**config.mk**
```make
export PLATFORM = sky130hd
export DESIGN_NAME = uart_tx_fifo
export DESIGN_NICKNAME = d
export VERILOG_FILES = /design/src/rtl/uart_tx_fifo.sv
export SDC_FILE = /design/constraint.sdc
export NUM_CORES = 1
export LEC_CHECK = 0
export CAP_MARGIN = 20
export CORE_MARGIN = 1
export CORE_UTILIZATION = 57
export CTS_BUF_LIST = sky130_fd_sc_hd__clkbuf_16
export DETAILED_ROUTE_END_ITERATION = 10
export PLACE_DENSITY_LB_ADDON = 0.15
export SKIP_LAST_GASP = 1
export SYNTH_ARGS = -nofsm -noshare
export SYNTH_HDL_FRONTEND = slang
export SYNTH_SLANG_ARGS = --single-unit
```
**constraint.sdc**
```tcl
create_clock -name clk -period 3 [get_ports clk]
set_input_delay 0.3 -clock clk [delete_from_list [all_inputs] [get_ports clk]]
set_output_delay 0.3 -clock clk [all_outputs]
set_load 0.01 [all_outputs]
```
**src/rtl/uart_tx_fifo.sv**
```systemverilog
// rtl/uart_tx_fifo.sv - byte FIFO that drains into the UART transmitter
//
// Purpose:
//   Producers push bytes in bursts. A three-state drain FSM hands one byte
//   at a time to the serial transmitter using the start_trigger / tx_data /
//   tx_busy handshake.
//
// Parameters:
//   DEPTH   number of byte entries (power of 2, minimum 2)
//   ADDR_W  log2(DEPTH), read/write pointer width
//
// Ports:
//   clk            system clock, rising edge
//   rst            synchronous, active-high reset
//   push           write request; push_data is sampled on the same edge
//   push_data[7:0] byte to enqueue
//   full           count == DEPTH
//   empty          count == 0
//   count          occupied entries, 0..DEPTH
//   start_trigger  registered one-cycle launch pulse to the transmitter
//   tx_data[7:0]   registered byte for the transmitter, held until next launch
//   tx_busy        transmitter busy flag
//
// Optional feature (macro UART_TX_FIFO_OVF_EN):
//   ovf_clr        clears the sticky overflow flag
//   overflow       sticky flag, set by a push while full (set beats clear)

module uart_tx_fifo #(
    parameter int DEPTH  = 8,
    parameter int ADDR_W = 3
) (
    input  logic              clk,
    input  logic              rst,
    input  logic              push,
    input  logic [7:0]        push_data,
    output logic              full,
    output logic              empty,
    output logic [ADDR_W:0]   count,
    output logic              start_trigger,
    output logic [7:0]        tx_data,
    input  logic              tx_busy
`ifdef UART_TX_FIFO_OVF_EN
    ,
    input  logic              ovf_clr,
    output logic              overflow
`endif
);

    typedef enum logic [1:0] {
        IDLE      = 2'd0,
        WAIT_BUSY = 2'd1,
        WAIT_DONE = 2'd2
    } state_t;

    localparam logic [ADDR_W:0]   FULL_COUNT = (ADDR_W+1)'(DEPTH);
    localparam logic [ADDR_W:0]   CNT_ONE    = (ADDR_W+1)'(1);
    localparam logic [ADDR_W-1:0] PTR_ONE    = ADDR_W'(1);

    state_t              state_q, state_d;
    logic                start_trigger_q, start_trigger_d;
    logic [7:0]          tx_data_q, tx_data_d;
    logic [ADDR_W-1:0]   wr_ptr_q, wr_ptr_d;
    logic [ADDR_W-1:0]   rd_ptr_q, rd_ptr_d;
    logic [ADDR_W:0]     count_q, count_d;
    logic [7:0]          mem_q [DEPTH];
    logic [7:0]          mem_d [DEPTH];

    logic                push_ok;
    logic                launch;

`ifdef UART_TX_FIFO_OVF_EN
    logic                overflow_q, overflow_d;
`endif

    // Flags come straight from the count register so they carry no extra
    // latency relative to count itself.
    assign full          = (count_q == FULL_COUNT);
    assign empty         = (count_q == '0);
    assign count         = count_q;
    assign start_trigger = start_trigger_q;
    assign tx_data       = tx_data_q;

    // A push into a full FIFO is dropped even if a pop happens on the same
    // edge, so acceptance only looks at the registered full flag.
    assign push_ok = push && !full;

    // Launch samples the registered empty flag: a byte pushed on this edge
    // cannot be launched on the same edge.
    assign launch = (state_q == IDLE) && !empty && !tx_busy;

    // Storage and pointer next-state.
    always_comb begin
        mem_d    = mem_q;
        wr_ptr_d = wr_ptr_q;
        rd_ptr_d = rd_ptr_q;
        count_d  = count_q;

        if (push_ok) begin
            mem_d[wr_ptr_q] = push_data;
            wr_ptr_d        = wr_ptr_q + PTR_ONE;
        end

        if (launch) begin
            rd_ptr_d = rd_ptr_q + PTR_ONE;
        end

        // Simultaneous accepted push and pop leave count unchanged.
        if (push_ok && !launch) begin
            count_d = count_q + CNT_ONE;
        end else if (!push_ok && launch) begin
            count_d = count_q - CNT_ONE;
        end
    end

    // Drain FSM next-state and registered outputs.
    always_comb begin
        state_d         = state_q;
        start_trigger_d = 1'b0;
        tx_data_d       = tx_data_q;

        case (state_q)
            IDLE: begin
                if (launch) begin
                    tx_data_d       = mem_q[rd_ptr_q];
                    start_trigger_d = 1'b1;
                    state_d         = WAIT_BUSY;
                end
            end
            WAIT_BUSY: begin
                // start_trigger_d stays at its default 0 here, which makes
                // the launch pulse exactly one cycle long.
                if (tx_busy) begin
                    state_d = WAIT_DONE;
                end
            end
            WAIT_DONE: begin
                if (!tx_busy) begin
                    state_d = IDLE;
                end
            end
            default: begin
                state_d = IDLE;
            end
        endcase
    end

`ifdef UART_TX_FIFO_OVF_EN
    // Clear is applied first so that a coincident set wins.
    always_comb begin
        overflow_d = overflow_q;
        if (ovf_clr) begin
            overflow_d = 1'b0;
        end
        if (push && full) begin
            overflow_d = 1'b1;
        end
    end

    assign overflow = overflow_q;
`endif

    always_ff @(posedge clk) begin
        if (rst) begin
            state_q         <= IDLE;
            start_trigger_q <= 1'b0;
            tx_data_q       <= 8'h00;
            wr_ptr_q        <= '0;
            rd_ptr_q        <= '0;
            count_q         <= '0;
`ifdef UART_TX_FIFO_OVF_EN
            overflow_q      <= 1'b0;
`endif
        end else begin
            state_q         <= state_d;
            start_trigger_q <= start_trigger_d;
            tx_data_q       <= tx_data_d;
            wr_ptr_q        <= wr_ptr_d;
            rd_ptr_q        <= rd_ptr_d;
            count_q         <= count_d;
`ifdef UART_TX_FIFO_OVF_EN
            overflow_q      <= overflow_d;
`endif
        end
    end

    // Stored bytes are don't-care after reset, so the array has no reset.
    always_ff @(posedge clk) begin
        mem_q <= mem_d;
    end

endmodule

```
# Yosys cells after proc, flatten, opt, wreduce, memory -nomap -nowiden
# Index checks and enable logic that the tools add are counted.
dict set report op_classes {
  mux 13
  n_addsub 4
  order_cmp 3
  eq_ne 6
  reduce_logical 17
  bitwise 3
}
# cell n
set op_table {}
lappend op_table {{$bwmux 64} 1}
lappend op_table {{$bmux 8 s3} 1}
lappend op_table {{$demux 8 s3} 1}
lappend op_table {{$mux 8} 3}
lappend op_table {{$ge 4x4->1 const B} 2}
lappend op_table {{$mux 4} 2}
lappend op_table {{$not 3->4} 2}
lappend op_table {{$add 3x1->3 const B} 2}
lappend op_table {{$logic_and 1x1->1} 6}
lappend op_table {{$mux 2} 3}
lappend op_table {{$ne 2x2->1 const B} 3}
lappend op_table {{$pmux 2 s3} 1}
lappend op_table {{$logic_not 1->1} 5}
lappend op_table {{$add 4x1->4 const B} 1}
lappend op_table {{$eq 4x4->1 const B} 1}
lappend op_table {{$logic_not 4->1} 1}
lappend op_table {{$lt 4x1->1 const B} 1}
lappend op_table {{$sub 4x1->4 const B} 1}
lappend op_table {{$reduce_and 3->1} 1}
lappend op_table {{$eq 2x1->1 const B} 1}
lappend op_table {{$eq 2x2->1 const B} 1}
lappend op_table {{$logic_not 2->1} 1}
lappend op_table {{$reduce_and 2->1} 1}
lappend op_table {{$reduce_bool 2->1} 1}
lappend op_table {{3 further kinds} 3}
dict set report totals {
  ff_bits 85
  inputBits 12
  output_inout_bits 15
}

# Longest topological paths before layout
dict set report logic_depth {
  ltp_word 7
  mapped_depth 11
  depth_no_buf 10
}

# Worst setup path before layout
# OpenSTA, ideal clock, no wires.
dict set report synth_path {
  path_type {register -> register}
  from {reg count_q[0], in the netlist count[0]}
  to {reg count_q[3], in the netlist count[3]}
  stages_incl_launch_ff 11
  arrival_time_ns 2.527
  slack_ns 0.352
  synth_period_minus_slack_ns 2.648
  path_buffers 0
  cell_sequence {dfxtp_1 -> or4b_1 -> nand2_1 -> inv_1 -> ha_1 -> inv_1 -> ha_1 -> a21oi_1 -> a211oi_1 -> a31oi_1 -> mux2_2}
}
dict set report synth_via {
  elab_cells_between_ends 16
  classes_between {add/sub: 2; eq/ne: 1; mux: 2; reduce/logical: 11}
}
# item line_no
set synth_lines {}
lappend synth_lines {{start, declared} 64} ;# logic [ADDR_W:0] count_q, count_d;
lappend synth_lines {{start signal, assigned} 179} ;# count_q <= count_d;
lappend synth_lines {{$eq 4x4->1 (*)} 77} ;# assign full = (count_q == FULL_COUNT);
lappend synth_lines {{$logic_not 1->1 (*)} 85} ;# assign push_ok = push && !full;
lappend synth_lines {{$logic_and 1x1->1 (*)} 85}
lappend synth_lines {{named net push_ok} 68} ;# logic push_ok;
lappend synth_lines {{$logic_not 1->1} 110} ;# end else if (!push_ok && launch) begin
lappend synth_lines {{$logic_and 1x1->1} 110}
lappend synth_lines {{$reduce_bool 2->1 (no source line)} -}
# The timed path passes the listed nets; every way through them passes the cells marked *. The select of a mux whose other input is x is not followed.
# A chain may end at the register's enable or synchronous reset.

# Worst setup path after layout
# Same ends and word-level chain as after synthesis.

==> metrics.yaml <==
status:
  status: "finished, final reports clean"
critical_path:
  start_kind: "flip-flop"
  cp-end-kind: "flip-flop"
  critPathKind: "reg -> reg"
  cp_slowest_cell: "or4b_1"
  regToRegStartpoint: "count[0]$_SDFFE_PP0P_"
  crit_chain: "or4b_1 -> nand2_2 -> inv_1 -> ha_1 -> inv_1 -> ha_1 -> a21oi_2 -> a211oi_1 -> a31oi_1 -> mux2_2"
  slowest_delay_ns: 0.62
  cp.arrival_ns: 3.00
  cp_max_fo: 6
  required_ns: 3.22
  crit_start: "count[0]$_SDFFE_PP0P_"
  r2r_setup_slack_ns: 0.22
route:
  num_vias: 1862
  wirelength_mm: 6.214
  dr.pass1.iters: 4
  drc: 0
  drt_iter0_markers: 226
  via_per_inst: 5.874
  wl_per_cell_um: 19.60
  detail-route-antenna-nets: 0
power:
  ir_drop_v: 0.0006238
  power.leakage_uw: 0.001357
  powerDensity_nw_per_um2: 921.9
  total_power_uw: 3674
layout:
  finalNetCount: 259
  synthToLayoutAreaGrowth_pct: 20.19
  diodes: 0
  finalNonFillerCells: 317
  drive_gt1_share_pct: 20.00
  fin_util_pct: 71.93
placed_design:
  dp.cells: 302
  gp_congestion: 0.8672
  hpwl_mm: 3.967
  port_buffers: 26
logic_synthesis:
  yosys.area.top_type_share_pct: 57.96
  yosysMostFrequentCell: "edfxtp_1"
  synthesis.area_um2: 3316
  synth_area_per_cell_um2: 16.41
  yosys_warnings: 0
  synth_top_cell_by_area: "edfxtp_1"
  synth_cells: 202
  synth_cell_types: 34
  synth.area.top_cells: "edfxtp_1 58%, dfxtp_1 13%, mux4_2 11%"
  postSynth.asyncResetShare_pct: 0
  syn_nets: 220
  synth_ff_type: "edfxtp_1"
  synth_edf_count: 64
  yosys-top-cells-count: "64 x edfxtp_1, 23 x nor2_1, 21 x dfxtp_1, 16 x mux4_2, 12 x nor3_1"
  yosysSeqAreaShare_pct: 70.64
  ys_seq_elements: 85
clock_network:
  cts_buffer_depth: 2
  numCtsBuffers: 9
  worstSkewPairLatency_ns: 0.33
  h-tree-depth: 3
  cts_sinks: 85
  clkTransAtPathRegs_ns: 0.06
  postCtsSetupBuffers: 0
  cts_tree: "built"
  clockRootBuffer: "clkbuf_16"
global_routing:
  track_usage_pct: 23.32
  grt_pass1_wl_mm: 9.963
  met2_usage_pct: 38.16
  grt_antenna_before_repair: 0
  met3_usage_pct: 5.698
  grt_max_degree: 23
  grt-busiest-layer: "met2"
  grt_pass1_vias: 1897
  use_met1_pct: 30.17
  grt-ovfl-total: 0
timing:
  max_slew_margin_pct: 38.23
  min_period_over_period_pct: 92.79
  rsz0062_at_grt: "no"
  setup_tns_ns: 0
  max_freq_mhz: 359.2
  finalClockSkew_ns: 0.006353
  worst_pin_slew_ns: 0.9236
  finalHoldViolCount: 0
  maxSlewViolCount: 0
  final-setup-viol-count: 0
  period_minus_slack_ns: 2.784
worst_hold_path:
  hp-class: "reg -> reg"
  hp-start: "state_q[1]$_SDFFE_PP0P_"
floorplan:
  die_area_um2: 6126
  ios: 27
  start_util_pct: 59.85
  dieWidth_um: 78.27
  die_h_um: 78.27
  fp-row-count: 27
  core_um2: 5540
flow_run:
  maxCapViolCount: 0
==> cell families (layout without fill, tap and decap cells) <==
kind of cell,count (synthesis),in the layout,synth area share [%]
DFF,85,85,70.64
AOI/OAI and AO/OA,14,14,2.529
muxes,18,18,11.51
and+or+nand+nor,57,57,8.529
xor gates and xnor gates,7,7,2.076
adders and majority gates,6,6,2.491
buffers and inverters,15,58,2.226
==> layout make-up <==
type | instances | area (um^2)
sequential | 85 | 2342
fill | 355 | 1555
clock buffer | 9 | 225.2
tap | 72 | 90.09
multi-input combinational | 102 | 905.9
inverter | 6 | 22.52
timing repair buffer | 37 | 342.8
clock inverter | 6 | 56.30
==> timing repair <==
item / in CTS / in global routing
hold buffers: 0 / 0
resized for setup: 0 / 2
hold endpoints to repair: 0 / 0
endpoints found under the setup margin: 0 / 1
==> state kept, by name, indices dropped and copies added, names as in the netlist <==
| register | flops |
|---|---|
| mem_q | 64 |
| start_trigger | 1 |
| rd_ptr_q | 3 |
| state_q | 2 |
| count | 4 |
| tx_data | 8 |
| wr_ptr_q | 3 |
==> worst max-delay path: cells and delay by family, from the launching register on <==
family	cells	cell delay (ns)
DFF	1	0.37
and+or+nand+nor	2	0.79
muxes	1	0.35
buffers and inverters	2	0.24
adders and majority gates	2	0.52
AOI/OAI and AO/OA	3	0.41
==> placed cells by master (no fill, tap or decap), drive strengths merged, types with 5 or more instances in the layout <==
cell,Yosys,final
buf,7,11
clkbuf,2,9
clkdlybuf4s50,0,26
dfxtp,21,21
edfxtp,64,64
ha,5,5
inv,6,7
mux4,16,16
nand2,7,7
nand3,5,5
nor2,23,23
nor3,13,13
o22ai,8,8
xnor2,5,5
==> where the power goes <==
part	total [uW]	internal (uW)	leakage (uW)	switching, uW
Sequential	1520	1410	0.000753	108
Clock	1050	632	0.000144	416
Combinational	1100	566	0.000460	539
==> layer usage <==
| metal | vias to the layer above | wire length, um |
|---|---|---|
| li1 | 850 | - |
| met1 | 942 | 2690 |
| met2 | 56 | 3124 |
| met3 | 14 | 269 |
| met4 | 0 | 129 |
| met5 | - | 0 |
==> stage by stage <==
| step | setup WS (ns) | area [um^2] | hold WS [ns] |
|---|---|---|---|
| detailed placement | 0.1252 | 3697 | 0.4702 |
| finish | 0.2163 | 3985 | 0.4773 |
| CTS | 0.1156 | 3979 | 0.4794 |
| global placement | 0.2890 | 3697 | 0.4619 |
| global route | 0.03815 | 3985 | 0.5046 |
| floorplan | 0.3525 | 3316 | 0.3787 |
==> final timing paths <==
check                                          endpoint  cells after the start
worst min-delay path            state_q[0]$_SDFFE_PP0P_                      1
worst max-delay path              count[3]$_SDFFE_PP0P_                     10
worst min register to register  state_q[0]$_SDFFE_PP0P_                      1
worst max register to register    count[3]$_SDFFE_PP0P_                     10
Power figures use the tool's default switching activity.
